`config.mk`:
```
export PLATFORM = sky130hd
export DESIGN_NAME = acc_frame_driver
export DESIGN_NICKNAME = d
export VERILOG_FILES = /design/src/rtl/acc_frame_driver.sv
export SDC_FILE = /design/constraint.sdc
export NUM_CORES = 1
export LEC_CHECK = 0
export ABC_CLOCK_PERIOD_IN_PS = 2100
export CAP_MARGIN = 15
export CORE_ASPECT_RATIO = 0.75
export CORE_UTILIZATION = 45
export DETAILED_ROUTE_END_ITERATION = 7
export HOLD_SLACK_MARGIN = 0.1
export PLACE_DENSITY = 0.64
export SLEW_MARGIN = 20
export SYNTH_ARGS = -nofsm -noshare
export SYNTH_HDL_FRONTEND = slang
export SYNTH_SLANG_ARGS = --single-unit
```
`constraint.sdc`:
```
create_clock -name i_clk -period 2.1 [get_ports i_clk]
set_input_delay 0.42 -clock i_clk [delete_from_list [all_inputs] [get_ports i_clk]]
set_output_delay 0.42 -clock i_clk [all_outputs]
set_load 0.02 [all_outputs]
```
`src/rtl/acc_frame_driver.sv`:
```
// acc_frame_driver: loads a frame of signed 8-bit samples, streams it toward
// an accumulator, and checks the accumulator result against a local sum.
// The optional response timeout is enabled by defining FRAME_DRV_TIMEOUT_EN.
module acc_frame_driver #(
    parameter int FRAME_LEN = 16,
    parameter int TIMEOUT   = 32
) (
    input  logic               i_clk,
    input  logic               i_rst_n,
    input  logic               i_wr_en,
    input  logic signed [7:0]  i_wr_data,
    output logic               o_wr_ready,
    input  logic               i_start,
    output logic               o_busy,
    output logic               o_valid,
    output logic signed [7:0]  o_x,
    input  logic               i_acc_valid,
    input  logic signed [11:0] i_acc,
    output logic signed [11:0] o_expected,
    output logic               o_done,
    output logic               o_match,
    output logic               o_timeout
);

    localparam int CW = $clog2(FRAME_LEN + 1);
    localparam int IW = $clog2(FRAME_LEN);

    typedef enum logic [1:0] {IDLE, SEND, WAIT, DONE} state_t;

    state_t              state;
    logic [CW-1:0]       load_cnt;
    logic [CW-1:0]       idx;
    logic signed [7:0]   buffer [FRAME_LEN];
    logic                wr_fire;
    logic                start_fire;

`ifdef FRAME_DRV_TIMEOUT_EN
    localparam int TW = $clog2(TIMEOUT + 1);
    logic [TW-1:0]       wait_cnt;
`endif

    assign o_wr_ready = (state == IDLE) && (load_cnt < CW'(FRAME_LEN));
    assign wr_fire    = i_wr_en && o_wr_ready;
    assign start_fire = i_start && (state == IDLE) && (load_cnt == CW'(FRAME_LEN));

    // Sample storage; contents survive reset, only the load count is cleared.
    always_ff @(posedge i_clk) begin
        if (wr_fire) buffer[load_cnt[IW-1:0]] <= i_wr_data;
    end

    // Frame FSM: load, stream, wait for the accumulator, report.
    always_ff @(posedge i_clk or negedge i_rst_n) begin
        if (!i_rst_n) begin
            state      <= IDLE;
            load_cnt   <= '0;
            idx        <= '0;
            o_busy     <= 1'b0;
            o_valid    <= 1'b0;
            o_x        <= '0;
            o_expected <= '0;
            o_done     <= 1'b0;
            o_match    <= 1'b0;
            o_timeout  <= 1'b0;
`ifdef FRAME_DRV_TIMEOUT_EN
            wait_cnt   <= '0;
`endif
        end else begin
            case (state)
                IDLE: begin
                    if (wr_fire) load_cnt <= load_cnt + CW'(1);
                    if (start_fire) begin
                        // First beat is presented in the first SEND cycle.
                        state      <= SEND;
                        o_busy     <= 1'b1;
                        o_valid    <= 1'b1;
                        o_x        <= buffer[0];
                        idx        <= CW'(1);
                        o_expected <= '0;
                        o_match    <= 1'b0;
                        o_timeout  <= 1'b0;
                    end
                end
                SEND: begin
                    // Fold in the beat currently on o_x, then advance.
                    o_expected <= o_expected + {{4{o_x[7]}}, o_x};
                    if (idx == CW'(FRAME_LEN)) begin
                        state   <= WAIT;
                        o_valid <= 1'b0;
                        o_x     <= '0;
`ifdef FRAME_DRV_TIMEOUT_EN
                        wait_cnt <= '0;
`endif
                    end else begin
                        o_x <= buffer[idx[IW-1:0]];
                        idx <= idx + CW'(1);
                    end
                end
                WAIT: begin
                    // A response in the expiry cycle still gets a normal compare.
                    if (i_acc_valid) begin
                        state     <= DONE;
                        o_match   <= (i_acc == o_expected);
                        o_timeout <= 1'b0;
                        o_done    <= 1'b1;
                        o_busy    <= 1'b0;
`ifdef FRAME_DRV_TIMEOUT_EN
                    end else if (wait_cnt == TW'(TIMEOUT - 1)) begin
                        state     <= DONE;
                        o_match   <= 1'b0;
                        o_timeout <= 1'b1;
                        o_done    <= 1'b1;
                        o_busy    <= 1'b0;
                    end else begin
                        wait_cnt <= wait_cnt + TW'(1);
`endif
                    end
                end
                DONE: begin
                    state    <= IDLE;
                    o_done   <= 1'b0;
                    load_cnt <= '0;
                end
                default: state <= IDLE;
            endcase
        end
    end

endmodule

```
# Word-level counts from Yosys, hierarchy flattened
# Memories as Yosys holds them, arrays and structs flattened.
# Index checks and enable logic that the tools add are counted.
# op_classes
n_eq_ne	11
n_mul	0
bitwise	0
n_div	0
n_reduce_logical	16
shifts	0
order_cmp	1
n_mux	27
addsub	3
# op_table
op	count
$pmux W12 S2	1
$pmux W5 S2	2
$mux W8	2
$pmux W8 S2	1
$mux W5	3
$add A12 B12 Y12	1
$eq A12 B12 Y1	1
$mux W12	1
$reduce_and A3 Y1	4
$add A5 B1 Y5 const B	2
$eq A5 B5 Y1 const B	2
$ne A2 B2 Y1 const B	5
$pmux W1 S2	5
$mux W1	8
$pmux W2 S4	1
$reduce_bool A2 Y1	4
$mux W2	3
$reduce_and A2 Y1	3
$lt A5 B5 Y1 const B	1
$eq A2 B2 Y1 const B	2
$logic_and A1 B1 Y1	4
$eq A2 B1 Y1 const B	1
$logic_not A2 Y1	1
# word_totals
mem_count	1
out_inout_bits	26
inputBits	25
ff_bits	37
latch_bits	0
romBits	0
word_cells	69
mem_bits_rw	128
# mem_list
name	depth	width	rd	rd_clocked_by_memory_dff	wr	line_no	rtl
buffer	16	8	2	0	1	33	logic signed [7:0] buffer [FRAME_LEN];

# Longest topological paths before layout
# depth
depth_word	5
ltp_mapped	10
depth_no_buf	8

# Worst setup path before layout
# No wires, ideal clock.
# synth_path
kind	reg-to-reg
start	reg o_x[0]
end	reg o_expected[10]
stages_incl_launch_ff	9
required_time_ps	1971
path_buffers	0
setup_ps	129
arrival_time_ps	2331
setup_slack_ps	-360
period_less_slack_ps	2460
path_cell_list	dfrtp_1 ha_1 fa_1 a21o_1 a22o_1 o41a_1 a221oi_1 xor2_1 o21ai_0
# synth_between
elab_chain_cells	2
# synth_rtl
element	line_no	rtl
start, declared	16	output logic signed [7:0] o_x,
start signal, assigned	76	o_x <= buffer[0];
start signal, assigned	94	o_x <= buffer[idx[IW-1:0]];
$add A12 B12 Y12	85	o_expected <= o_expected + {{4{o_x[7]}}, o_x};
$pmux W12 S2	68	case (state)
end signal, assigned	85	
end, declared	19	output logic signed [11:0] o_expected,
# Every way passes these cells.
# A chain may end at the register's enable or synchronous reset.

# Worst setup path in the final report
# layout_path
start	reg o_expected[0]
end	reg o_expected[8]
# layout_between
elab_chain_cells	2
# layout_rtl
element	line_no
$add A12 B12 Y12	85
$pmux W12 S2	68
# Every way passes these cells.

==> summary.txt <==
Status
  • Outcome: complete, but fails checks
  • Failing checks: setup timing

Floorplan
  • Die X-Extent: between 150 and 200 um
  • Die extent in y: between 100 and 150 um
  • Area of the core: between 0.015 and 0.02 mm2
  • # rows: 40
  • Starting Density: 0.463
  • Io pins: a little over 50
  • Die area: between 0.015 and 0.02 mm2

Hold path
  • Class of the tightest hold or removal check: input pin to async pin

Logic synthesis
  • Synth cell types: slightly below 50
  • Dominant cell type by area after synthesis: edfxtp_1
  • Number of synthesized flops with an enable pin: 128
  • Synth async-reset ratio: 0.220
  • Synth warn: 0
  • Average size of a mapped cell: roughly 16 um2
  • FF+latch count, synth: about 160
  • Ys flop type: edfxtp_1
  • Post-synth top area share: 0.513
  • Cell Area, Synth: around 0.0075 mm2
  • Area contributors post-synth: edfxtp_1 (51%), dfrtp_1 (12%), mux4_1 (10%), ha_1 (3.7%), mux4_2 (3.3%)
  • Synth Net Count: approximately 520
  • Syn Inst Count: approximately 470
  • Register area share after synthesis: 0.633

Setup path
  • Worst Setup End Kind: flip-flop
  • Startpoint Class: flip-flop
  • Crit-path cells: ha_4 > fa_2 > a21o_1 > a22o_1 > o41a_1 > buf_4 > a21oi_4 > xor2_1 > o21ai_0
  • Crit Path Class: flip-flop to flip-flop
  • CP max stage delay: around 420 ps
  • CP Data Required Time: around 2400 ps
  • Critical path fanouts, max: 2
  • CP max-delay cell: dfrtp_2
  • Worst Path Arrival: between 2000 and 3000 ps

Global routing
  • GR Util met1: 0.328
  • Vias in the first global route: approximately 4700
  • Initial antenna violation count: 0
  • Met3 GRT Util: 0.0392
  • Tot GR Track Use: 0.222
  • GR Util met2: 0.339
  • First-pass GRT wire length: about 28000 um
  • Congestion Overflow GR: 0
  • Gr busiest metal: met2
  • Largest net degree at the start of global routing: 37

Timing
  • Final min period: between 2000 and 2500 ps
  • Setup ws final: -251 ps
  • Final Hold Fails: 0
  • Rel. slew slack: 0.564
  • Final worst path period share: 1.12
  • Maximum clock rate: about 430 MHz
  • Final Max Tran Viols: 0
  • Final setup fails: 13
  • Clk_skew: 13.1 ps
  • Worst Tran Pin Value: roughly 650 ps
  • RSZ-0062 raised after global routing: true

Clock network
  • Clock buffer depth: 2
  • Clock sink total: 164
  • CTS Buf Count: 17
  • CTS tree: done
  • Skew-Pair Late Insertion Delay: around 430 ps
  • Clk slew on worst S/H paths: ~70 ps
  • Root Buffer: clkbuf_16
  • Clock H-tree levels: 4

Final layout
  • Commonest non-fill, non-tap cells in the layout: edfxtp_1 (128), buf_4 (51), clkdlybuf4s50_1 (47)
  • Commonest non-fill, non-tap cell in the layout: edfxtp_1
  • Share of cells above drive strength 1: 0.298
  • Total Nets Final: about 650
  • Layout area overhead: 30.1%
  • Post-route design area: 0.00975 mm2
  • Final core utilization: 0.603
  • # diodes: 0

Power and ir drop
  • Max VDD drop: around 0.00063 V
  • Cell Pwr Density: approximately 1300 mW/mm2
  • Pleak: between 0.003 and 0.004 uW

Drt
  • # DRC: 0
  • Antenna Violating Nets Remaining: 0
  • Final wirelength: 17800 um
  • DRT iter0 DRCs: 377
  • First-pass detailed-route iteration total: 5
  • Avg WL per Cell: between 20 and 25 um
  • Via density: 5.69
  • Via Count: 4673

Place
  • Placed Area: approximately 0.0089 mm2
  • Detailed Place HPWL: approximately 12000 um
  • Port buffer count: 49
  • GPL Wtd Cong: about 0.9

Job
  • Maxcap violations: 0
## final cells by class
type                    count  area, um2
repair buffers            132       1440
inverters                  12       57.6
clock buffers              17        425
multi-input cells         271       2630
fillers                  1228       6420
well taps                 210        263
clock inverters            15        186
flip-flops and latches    164       4750
## layer usage
metal | part of all wire | wire (um)
met1 | 0.48 | 8550
met2 | 0.47 | 8380
met3 | 0.040 | 717
met4 | 0.0098 | 174
met5 | 0 | 0
## worst paths after layout
path	from	endpoint	slack [ps]	cells after the start
worst max-delay path	o_expected[0]$_DFFE_PN0P_	o_expected[8]$_DFFE_PN0P_	-250	9
worst min-delay path	i_rst_n	load_cnt[3]$_DFFE_PN0P_	500	2
min in group i_clk	o_valid$_DFFE_PN0P_	o_valid$_DFFE_PN0P_	530	2
worst max register to register	o_expected[0]$_DFFE_PN0P_	o_expected[8]$_DFFE_PN0P_	-250	9
max in group asynchronous	i_rst_n	o_expected[4]$_DFFE_PN0P_	970	3
worst min register to register	o_valid$_DFFE_PN0P_	o_valid$_DFFE_PN0P_	530	2
## where the power goes
part | switching, uW | internal (uW)
registers | 348 | 3850
clock network | 1410 | 1810
logic | 2530 | 2620
## cell usage after synthesis (2+ instances only)
| library cell | n |
|---|---|
| edfxtp_1 | 128 |
| dfrtp_1 | 36 |
| mux4_1 | 29 |
| nand2_1 | 27 |
| nor2_1 | 25 |
| ha_1 | 22 |
| o21ai_0 | 18 |
| xnor2_1 | 18 |
| and2_1 | 17 |
| a21oi_1 | 16 |
| clkbuf_1 | 16 |
| inv_1 | 11 |
| mux4_2 | 11 |
| a22o_1 | 9 |
| nor3_1 | 9 |
| a221o_1 | 8 |
| a22oi_1 | 8 |
| nand2b_1 | 6 |
| nand3_1 | 6 |
| a211oi_1 | 5 |
| o31ai_1 | 5 |
| nand4_1 | 4 |
| buf_8 | 3 |
| xor2_1 | 3 |
| a21o_1 | 2 |
| a31oi_1 | 2 |
| mux2i_1 | 2 |
## state kept, by name (all words and copies together), names as in the netlist
signal and count:
state 2, o_done 1, o_match 1, idx 5
buffer 128, o_expected 12, load_cnt 5, o_x 8
o_valid 1, o_busy 1
## cells by family (layout without fill, tap and decap cells)
kind of cell,Yosys count,count (layout),synth area share
other,1,1,0.000501
AND/OR/NAND/NOR,100,100,0.0643
adder cells (fa/ha/maj),23,23,0.0394
buffers and inverters,33,176,0.0225
XOR/XNOR,21,21,0.0245
flip-flops,164,164,0.633
multiplexers,42,42,0.137
AO/OA/AOI/OAI,84,84,0.0780
## critical path: cells and delay by family (launching register included)
kind                       cells  cell delay (ps)
buffers and inverters          1              170
AOI/OAI and AO/OA              5              970
adders and majority gates      2              500
xor gates and xnor gates       1              140
DFF                            1              420
## repair_timing
action,4_1_cts,5_1_grt
pin swaps,18,14
buffers inserted,7,7
gates resized for setup,45,39
hold buffers,1,0
setup endpoints to repair,15,76
cloned,3,1
hold endpoints to repair,20,0
## per-stage QoR
step | hold slack [ps] | std cells | setup TNS (ps) | worst slack (ps) | power, uW
6_report | 503 | 821 | -806 | -251 | 12600
4_1_cts | 510 | 818 | -860 | -243 | 12400
2_1_floorplan | 124 | 468 | -308 | -212 | 6970
3_3_place_gp | 421 | 776 | -4570 | -228 | 8710
3_5_place_dp | 435 | 776 | -6290 | -261 | 8820
5_1_grt | 538 | 821 | -1690 | -358 | 13200
No activity file was read; power rests on OpenSTA's default activity.
